File: config.mk
export PLATFORM = sky130hd
export DESIGN_NAME = ring_out_stage
export DESIGN_NICKNAME = d
export VERILOG_FILES = /design/src/rtl/ring_out_stage.sv
export SDC_FILE = /design/constraint.sdc
export NUM_CORES = 1
export LEC_CHECK = 0
export CAP_MARGIN = 20
export CORE_UTILIZATION = 40
export CTS_CLUSTER_DIAMETER = 40
export DETAILED_ROUTE_END_ITERATION = 16
export GPL_TIMING_DRIVEN = 0
export PLACE_DENSITY_LB_ADDON = 0.1
export SETUP_SLACK_MARGIN = 0.3
export SYNTH_ARGS = -nofsm -noshare
export SYNTH_HDL_FRONTEND = slang
export SYNTH_SLANG_ARGS = --single-unit
File: constraint.sdc
create_clock -name clock -period 1.9 [get_ports clock]
set_clock_uncertainty 0.05 [all_clocks]
set_input_delay 0.285 -clock clock [delete_from_list [all_inputs] [get_ports clock]]
set_output_delay 0.285 -clock clock [all_outputs]
set_load 0.01 [all_outputs]
File: src/rtl/ring_out_stage.sv
// Ring output stage: priority mux of agent drives over the upstream slot, one register stage,
// and on the master node a Token injector guarded by a watchdog.
module ring_out_stage #(
    parameter int unsigned INIT_DELAY    = 16,
    parameter int unsigned TOKEN_TIMEOUT = 1024,
    parameter logic [3:0]  NULL_T        = 4'd7,
    parameter logic [3:0]  TOKEN_T       = 4'd1
) (
    input  logic        clock,
    input  logic        reset,

    input  logic [31:0] RingIn,
    input  logic [3:0]  SlotTypeIn,
    input  logic [3:0]  SrcDestIn,

    input  logic [31:0] msgrRingOut,
    input  logic [3:0]  msgrSlotTypeOut,
    input  logic [3:0]  msgrSrcDestOut,
    input  logic        msgrDriveRing,

    input  logic [31:0] lockRingOut,
    input  logic [3:0]  lockSlotTypeOut,
    input  logic [3:0]  lockSrcDestOut,
    input  logic        lockDriveRing,

    input  logic [31:0] barrierRingOut,
    input  logic [3:0]  barrierSlotTypeOut,
    input  logic [3:0]  barrierSrcDestOut,
    input  logic        barrierDriveRing,

    input  logic        isMaster,
    input  logic [3:0]  whichCore,
    input  logic        clearErr,

    output logic [31:0] RingOut,
    output logic [3:0]  SlotTypeOut,
    output logic [3:0]  SrcDestOut,
    output logic        collision,
    output logic        tokenLost
);

    typedef enum logic [1:0] {
        StInit,
        StRun,
        StInject
    } state_e;

    // Inject on the edge where the watchdog would reach TOKEN_TIMEOUT-1.
    localparam logic [15:0] WdLast   = 16'(TOKEN_TIMEOUT - 32'd2);
    localparam logic [31:0] InitLast = (INIT_DELAY == 0) ? 32'd0 : 32'(INIT_DELAY - 1);

    state_e      state_q, state_d;
    logic [31:0] init_cnt_q, init_cnt_d;
    logic [15:0] wd_q, wd_d;

    logic [31:0] ring_q, ring_d;
    logic [3:0]  type_q, type_d;
    logic [3:0]  sd_q, sd_d;
    logic        coll_q, coll_d;
    logic        lost_q, lost_d;

    logic [31:0] sel_data;
    logic [3:0]  sel_type;
    logic [3:0]  sel_sd;
    logic        any_drive;
    logic        multi_drive;
    logic        slot_free;
    logic        timeout_hit;

    always_comb begin
        sel_data = RingIn;
        sel_type = SlotTypeIn;
        sel_sd   = SrcDestIn;
        if (msgrDriveRing) begin
            sel_data = msgrRingOut;
            sel_type = msgrSlotTypeOut;
            sel_sd   = msgrSrcDestOut;
        end else if (lockDriveRing) begin
            sel_data = lockRingOut;
            sel_type = lockSlotTypeOut;
            sel_sd   = lockSrcDestOut;
        end else if (barrierDriveRing) begin
            sel_data = barrierRingOut;
            sel_type = barrierSlotTypeOut;
            sel_sd   = barrierSrcDestOut;
        end
    end

    assign any_drive   = msgrDriveRing | lockDriveRing | barrierDriveRing;
    assign multi_drive = (msgrDriveRing & lockDriveRing) | (msgrDriveRing & barrierDriveRing) |
                         (lockDriveRing & barrierDriveRing);
    assign slot_free   = (sel_type == NULL_T) && !any_drive;

    always_comb begin
        state_d     = state_q;
        init_cnt_d  = init_cnt_q;
        wd_d        = wd_q;
        ring_d      = sel_data;
        type_d      = sel_type;
        sd_d        = sel_sd;
        timeout_hit = 1'b0;

        if (!isMaster) begin
            state_d = StRun;
            wd_d    = '0;
        end else begin
            unique case (state_q)
                StInit: begin
                    if (init_cnt_q >= InitLast) begin
                        state_d = StInject;
                    end else begin
                        init_cnt_d = init_cnt_q + 32'd1;
                    end
                end
                StRun: begin
                    if (type_q == TOKEN_T) begin
                        wd_d = '0;
                    end else if (wd_q >= WdLast) begin
                        wd_d        = '0;
                        state_d     = StInject;
                        timeout_hit = 1'b1;
                    end else begin
                        wd_d = wd_q + 16'd1;
                    end
                end
                StInject: begin
                    if (slot_free) begin
                        ring_d  = '0;
                        type_d  = TOKEN_T;
                        sd_d    = whichCore;
                        state_d = StRun;
                    end
                end
                default: state_d = StRun;
            endcase
        end
    end

    // A set event in the same cycle beats clearErr.
    always_comb begin
        coll_d = coll_q;
        lost_d = lost_q;
        if (multi_drive) begin
            coll_d = 1'b1;
        end else if (clearErr) begin
            coll_d = 1'b0;
        end
        if (timeout_hit) begin
            lost_d = 1'b1;
        end else if (clearErr) begin
            lost_d = 1'b0;
        end
    end

    always_ff @(posedge clock) begin
        if (reset) begin
            state_q    <= isMaster ? StInit : StRun;
            init_cnt_q <= '0;
            wd_q       <= '0;
            ring_q     <= '0;
            type_q     <= NULL_T;
            sd_q       <= '0;
            coll_q     <= 1'b0;
            lost_q     <= 1'b0;
        end else begin
            state_q    <= state_d;
            init_cnt_q <= init_cnt_d;
            wd_q       <= wd_d;
            ring_q     <= ring_d;
            type_q     <= type_d;
            sd_q       <= sd_d;
            coll_q     <= coll_d;
            lost_q     <= lost_d;
        end
    end

    assign RingOut     = ring_q;
    assign SlotTypeOut = type_q;
    assign SrcDestOut  = sd_q;
    assign collision   = coll_q;
    assign tokenLost   = lost_q;

endmodule

==> summary.txt, run 1 <==
Synthesis
  • Synth Instances: roughly 470
  • Seq cells post-synth: just over 90
  • Largest area contributor in the netlist: dfxtp_1
  • Cell Area, Synth: roughly 4200 um2
  • Post-synth top area share: around 43%
  • Sequential-to-total area share from yosys stat: around 44%
  • Syn avg cell area: 8.93 um2
  • Net Count, Synth: approximately 640
  • Library cells used by synthesis: 41
  • Warnings, synthesis: 0
  • Leading post-synthesis cells by cell area: dfxtp_1, mux2i_1, o21ai_0

Detailed routing
  • DR DRC count: 0
  • Met2 wire len: 7.17 mm
  • Total vias in the final route: approximately 4200
  • Routed length per placed instance: 16.3 um
  • First DRT Iteration DRCs: 118
  • DR top layer: met4
  • ANT nets after route: 0
  • Post-Route M1 WL: 5.01 mm
  • Routed WL: roughly 14 mm
  • Vias per cell: ~5.0
  • Metal3 WL: about 1.1 mm
  • Pre-antenna DRT Iters: 4

Floorplanning
  • Core area: approximately 10000 um2
  • Starting density of the core: a little over two fifths
  • I/O Pins: around 210
  • Chip height: 104 um
  • Die Width: ~100 um
  • Standard-cell row count: 36
  • Die ar.: ~11000 um2

Global route
  • Total GRT Usage: between 20% and 30%
  • Largest net degree at the start of global routing: 16
  • Gr ovfl total: 0
  • First-pass GRT wire length: between 20 and 25 mm
  • Initial antenna violation count: 0
  • Vias in the first global route: 4239

Critical path
  • CP endpoint kind: flop
  • Startpoint types: flop
  • Reg2reg start: wd_q[12]
  • Crit Path Class: reg -> reg
  • Crit path max fanout: 4
  • CP Capture Point: wd_q[1]
  • CP startpoint: wd_q[12]
  • Worst Path Required: roughly 2.1 ns
  • R2R cell count: 5
  • Worst Path Arrival: slightly above 2 ns
  • Worst reg2reg setup slack: between 0.06 and 0.07 ns
  • Worst R2R End: wd_q[1]

Status
  • Status: finished, final reports clean

Clock network
  • CTS Buffer Depth: 2
  • Clk sink count: 92
  • CTS Buf Count: 9
  • CTS Root Cell: clkbuf_8
  • Clk slew on worst S/H paths: about 0.090 ns
  • CTS tree: built
  • Clk Latency, worst-skew pair: 0.36 ns
  • Hold-fix buffers, CTS: 0
  • Htree depth: 3

Placed design
  • Post-DP HPWL: between 10 and 15 mm
  • Pre-CTS WS: -0.337 ns
  • GP Congestion: around 0.84
  • Port Buffers: approximately 210

Cells and area
  • Layout area overhead: 67.9%
  • Fin nets: between 800 and 900
  • Share of layout cells above drive strength 1: about an eighth
  • Fillers: 792
  • Final core occ: 70.7%
  • N_diodes: 0

STA
  • Slew Viols, Final: 0
  • Least-Margin Pin Slew: 0.744 ns
  • Fin. Hold Viols: 0
  • Worst setup margin: between 0.06 and 0.07 ns
  • Post-route clock period utilization: approximately 96%
  • Setup-failing EPs final: 0
  • Fmax: approximately 550 MHz
  • Tmin final: between 1.5 and 2 ns
  • RSZ-0062 raised after global routing: yes
  • Slew HR: slightly above 50%

Pwr
  • Cell area power density: around 610 nW/um2
  • Worst IR drop on VDD: approximately 0.34 mV
  • Leak: 3.06 nW

Run
  • Max Cap Viol: 0

Min path
  • WHS Path Cells: 1
  • HP Class: reg -> reg
## stage by stage
| step | setup TNS, ns | instance area [um2] | hold WS [ns] | total power [mW] | instances |
|---|---|---|---|---|---|
| after floorplan | 0 | 4230 | 0.361 | 2.46 | 469 |
| after global placement | -8.49 | 6490 | 0.395 | 3.01 | 811 |
| after detailed placement | -8.75 | 6490 | 0.397 | 3.03 | 811 |
| after CTS | 0 | 6790 | 0.424 | 4.29 | 831 |
| after global routing | -0.0112 | 7030 | 0.435 | 4.47 | 842 |
| final | 0 | 7030 | 0.422 | 4.30 | 842 |
## kinds of logic after synthesis
| family | after synthesis | synth area share [%] |
|---|---|---|
| adders and majority gates | 4 | 1.14 |
| xor gates and xnor gates | 5 | 1.05 |
| AOI/OAI and AO/OA | 72 | 9.41 |
| DFF | 92 | 44.4 |
| buffers and inverters | 34 | 3.38 |
| muxes | 80 | 19.2 |
| and+or+nand+nor | 182 | 21.4 |
## worst min-delay path by stage
| stage | to | slack, ns | start |
|---|---|---|---|
| 5_1_grt | init_cnt_q[9] | 0.43 | init_cnt_q[9] |
| 6_report | init_cnt_q[9] | 0.42 | init_cnt_q[9] |
| 3_5_place_dp | wd_q[13] | 0.40 | wd_q[13] |
| 3_3_place_gp | wd_q[14] | 0.40 | wd_q[14] |
| 2_1_floorplan | SlotTypeOut[0] | 0.36 | msgrSlotTypeOut[0] |
| 4_1_cts | init_cnt_q[9] | 0.42 | init_cnt_q[9] |
## routing by layer
layer / track usage [%] / vias up
li1: - / 2082
met1: 25.4 / 1949
met2: 44.1 / 131
met3: 9.52 / 31
met4: 10.7 / 0
met5: 0 / -
## timing repair
item / CTS / global route
pin swaps: 11 / 15
gates resized for setup: 31 / 43
setup buffers: 4 / 11
gates cloned: 1 / 0
endpoints found under the setup margin: 56 / 67
## cell usage after synthesis
master	count
a31oi_1	5
edfxtp_1	2
nand2b_1	4
inv_1	5
nor2_1	51
nor4_1	7
a21oi_1	11
a22oi_1	1
nor3_1	1
nand2_2	1
nor2b_1	32
a2bb2oi_1	1
or4b_4	1
ha_1	3
o2bb2ai_1	1
or4_4	1
o211ai_1	1
a211oi_1	4
and2_1	4
nand2_1	53
mux2_2	2
nand4_1	3
buf_2	8
or3_1	4
nor3_2	1
clkbuf_1	18
and4b_1	1
xor2_1	3
maj3_1	1
and2_2	1
a21o_1	2
o21ai_0	46
xnor2_1	2
and3_1	4
nand3_1	11
dfxtp_1	90
buf_4	1
buf_1	2
mux2i_1	78
nor3_4	1
nor4b_1	1
## placed cells by master (no fill, tap or decap), drive strengths merged, types with 2 or more instances in the layout
master         instances
ha                     3
clkdlybuf4s50        190
a21o                   2
a31oi                  5
a211oi                 4
nor4                   7
nand2                 54
nor2b                 32
nor3                   3
and2                   5
clkinvlp               2
mux2                   2
or3                    4
clkbuf                30
dlymetal6s2s          12
and3                   4
o21ai                 46
a21oi                 11
mux2i                 78
inv                    6
nand2b                 4
dfxtp                 90
edfxtp                 2
buf                   26
nand4                  3
xnor2                  2
xor2                   3
nor2                  51
nand3                 11
dlygate4sd2            7
## power by group
| part | switching (mW) | internal (mW) |
|---|---|---|
| logic | 0.390 | 0.610 |
| registers | 0.0341 | 2.01 |
| clock network | 0.694 | 0.555 |
## layout make-up
class	count	area (um2)	share of cell area [%]
repair buffers	225	2240	31.9
flip-flops and latches	92	1880	26.7
multi-input cells	343	2400	34.1
inverters	5	18.8	0.267
well taps	133	166	2.37
clock inverters	4	32.5	0.463
clock buffers	11	153	2.17
plain buffers	29	143	2.03
## flip-flops by register name (all words and copies together), names as in the netlist
| signal | flops |
|---|---|
| SlotTypeOut | 4 |
| RingOut | 32 |
| init_cnt_q | 32 |
| SrcDestOut | 4 |
| state_q | 2 |
| collision | 1 |
| tokenLost | 1 |
| wd_q | 16 |
## critical path, stage by stage, from the launching register on
cell,delay [ns]
dfxtp_2,0.33
or4_4,0.54
nor3_4,0.23
nand2_4,0.10
or3_1,0.38
a21oi_1,0.14
Power figures use the tool's default switching activity.
==> inputs of run 2 (changes only) <==
CELL_PAD_IN_SITES_DETAIL_PLACEMENT = 0   (was not set)
CELL_PAD_IN_SITES_GLOBAL_PLACEMENT = 1   (was not set)
CORE_UTILIZATION = 28   (was 40)
RECOVER_POWER = 100   (was not set)
==> summary.txt, run 2 (synthesis results as in run 1) <==
STA
  • Slew Viols, Final: 0 (unchanged)
  • Fmax: 567 MHz (+3.8%)
  • Least-Margin Pin Slew: 0.559 ns (-0.185 ns)
  • Slew HR: 62.7% (+12 points)
  • Setup-failing EPs final: 0 (unchanged)
  • Final hold slack: 0.270 ns (-0.152 ns)
  • Post-route clock period utilization: 92.9% (-3.6 points)
  • RSZ-0062 raised after global routing: yes
  • Tmin final: 1.76 ns (-0.0679 ns)
  • Fin. Hold Viols: 0 (unchanged)

Clock network
  • Clk sink count: 92 (unchanged)
  • CTS Root Cell: clkbuf_16
  • Clk Latency, worst-skew pair: 0.35 ns (about the same)
  • CTS tree: built
  • Clk slew on worst S/H paths: 0.07 ns (-0.02 ns)
  • CTS Buffer Depth: 2 (unchanged)
  • Htree depth: 3 (unchanged)
  • CTS Buf Count: 9 (unchanged)
  • Hold-fix buffers, CTS: 0 (unchanged)

Floorplanning
  • Standard-cell row count: 44 (+22%)
  • Starting density of the core: 28.7% (-13 points)
  • I/O Pins: 213 (unchanged)
  • Die Width: 124 um (+19%)
  • Chip height: 124 um (+19%)
  • Core area: 14600 um2 (+47%)
  • Die ar.: 15500 um2 (+42%)

Detailed routing
  • Routed length per placed instance: 16.6 um (+1.8%)
  • DR DRC count: 0 (unchanged)
  • Pre-antenna DRT Iters: 4 (unchanged)
  • Vias per cell: 4.57 (-8.3%)
  • ANT nets after route: 0 (unchanged)
  • First DRT Iteration DRCs: 113 (-4.2%)
  • Total vias in the final route: 4091 (-2.4%)
  • Routed WL: 14.9 mm (+8.3%)

Cells and area
  • Area of the multi-input gates: 2380 um2 (-0.52%)
  • Most common cell after layout, fill and taps aside: clkdlybuf4s50_1
  • Layout area overhead: 71.8%
  • Most frequent cells in the layout: clkdlybuf4s50_1, dfxtp_1, mux2i_1, nand2_1, nor2_1
  • Fin nets: 881 (+0.23%)
  • Fillers: 1425 (+80%)
  • N_diodes: 0 (unchanged)
  • Seq. cell area: 1870 um2 (-0.27%)
  • Share of layout cells above drive strength 1: 12.5% (-0.19 points)

Global route
  • Initial antenna violation count: 0 (unchanged)
  • Total GRT Usage: 19.1% (-5.6 points)
  • Gr ovfl total: 0 (unchanged)
  • Largest net degree at the start of global routing: 19 (+3)
  • First-pass GRT wire length: 22.6 mm (+8.8%)
  • Vias in the first global route: 4257 (+0.42%)

Status
  • Status: finished, final reports clean

Critical path
  • Worst reg2reg setup slack: 0.14 ns (+0.07 ns)
  • Crit Path Class: reg -> reg
  • Worst path bufs/invs: 0 (unchanged)
  • Worst Path Arrival: 1.99 ns (-0.08 ns)
  • Crit path max fanout: 4 (unchanged)
  • Slowest CP cell: or4_4
  • Worst-path cell chain: or4_4 > nor3_4 > nand2_2 > or3_1 > a21oi_1
  • CP endpoint kind: flop
  • Largest delay share family, worst path: simple AND/OR/NAND/NOR gates
  • Startpoint types: flop
  • Worst Path Required: 2.13 ns (about the same)
  • CP max stage delay: 0.54 ns (about the same)

Min path
  • HP Class: in -> reg

Run
  • Max Cap Viol: 0 (unchanged)

Pwr
  • Leak: 3.07 nW (+0.34%)
  • Worst IR drop on VDD: 0.589 mV (+72%)
  • Cell area power density: 676 nW/um2 (+11%)
  • Power, Total: 4.87 mW (+13%)

Placed design
  • GP Congestion: 0.785 (-6.5%)
  • Post-DP HPWL: 11.5 mm (+6.2%)
  • Port Buffers: 209 (unchanged)
run 2: cell types whose count changed in the layout (fill, tap and decap cells not counted), sizes merged:
cell,previous run,this run
buf,26,23
clkbuf,30,39
clkdlybuf4s25,0,2
clkdlybuf4s50,190,161
clkinvlp,2,0
dlygate4sd2,7,5
dlygate4sd3,0,30
dlymetal6s2s,12,5
inv,6,11
run 2: routing by layer:
metal,vias up,routed length (um),GRT usage (%)
met2,110,7520,34.1
met1,1880,6040,21.0
met3,11,1110,6.40
met4,0,201,6.38
li1,2090,-,-
met5,-,0,0
run 2: area by class of cell:
cell class | count | area share (%)
Clock inverter | 7 | 0.904
Multi-Input combinational cell | 343 | 33.1
Timing Repair Buffer | 227 | 31.1
Buffer | 29 | 2.29
Clock buffer | 9 | 3.13
Inverter | 5 | 0.261
Tap cell | 184 | 3.20
Sequential cell | 92 | 26.0
run 2: timing repair:
item	in CTS	in global routing
cloned	1	3
pin swaps	13	14
resized for setup	36	58
setup buffers	6	8
setup endpoints to repair	58	68
run 2: where the power goes:
part	total, mW	internal [mW]	switching (mW)
Sequential	2.04	2.01	0.0330
Clock	1.82	0.929	0.888
Combinational	1.00	0.596	0.409
Total	4.87	3.54	1.33
run 2: worst paths after layout:
kind | startpoint | depth (start not counted) | end
max | wd_q[12] | 5 | wd_q[1]
min | isMaster | 2 | state_q[0]
max reg2reg | wd_q[12] | 5 | wd_q[1]
min reg2reg | init_cnt_q[22] | 1 | init_cnt_q[22]
run 2: through the flow:
step	std cells	utilization, %	cell area [um2]	TNS [ns]	setup WS, ns
after floorplan	469	-	4230	0	0.245
final	896	49.3	7200	0	0.135
after CTS	885	48.0	7000	0	0.143
after global routing	896	49.3	7200	0	0.0555
after global placement	862	44.9	6550	-11.27	-0.347
after detailed placement	862	44.9	6550	-12.98	-0.364
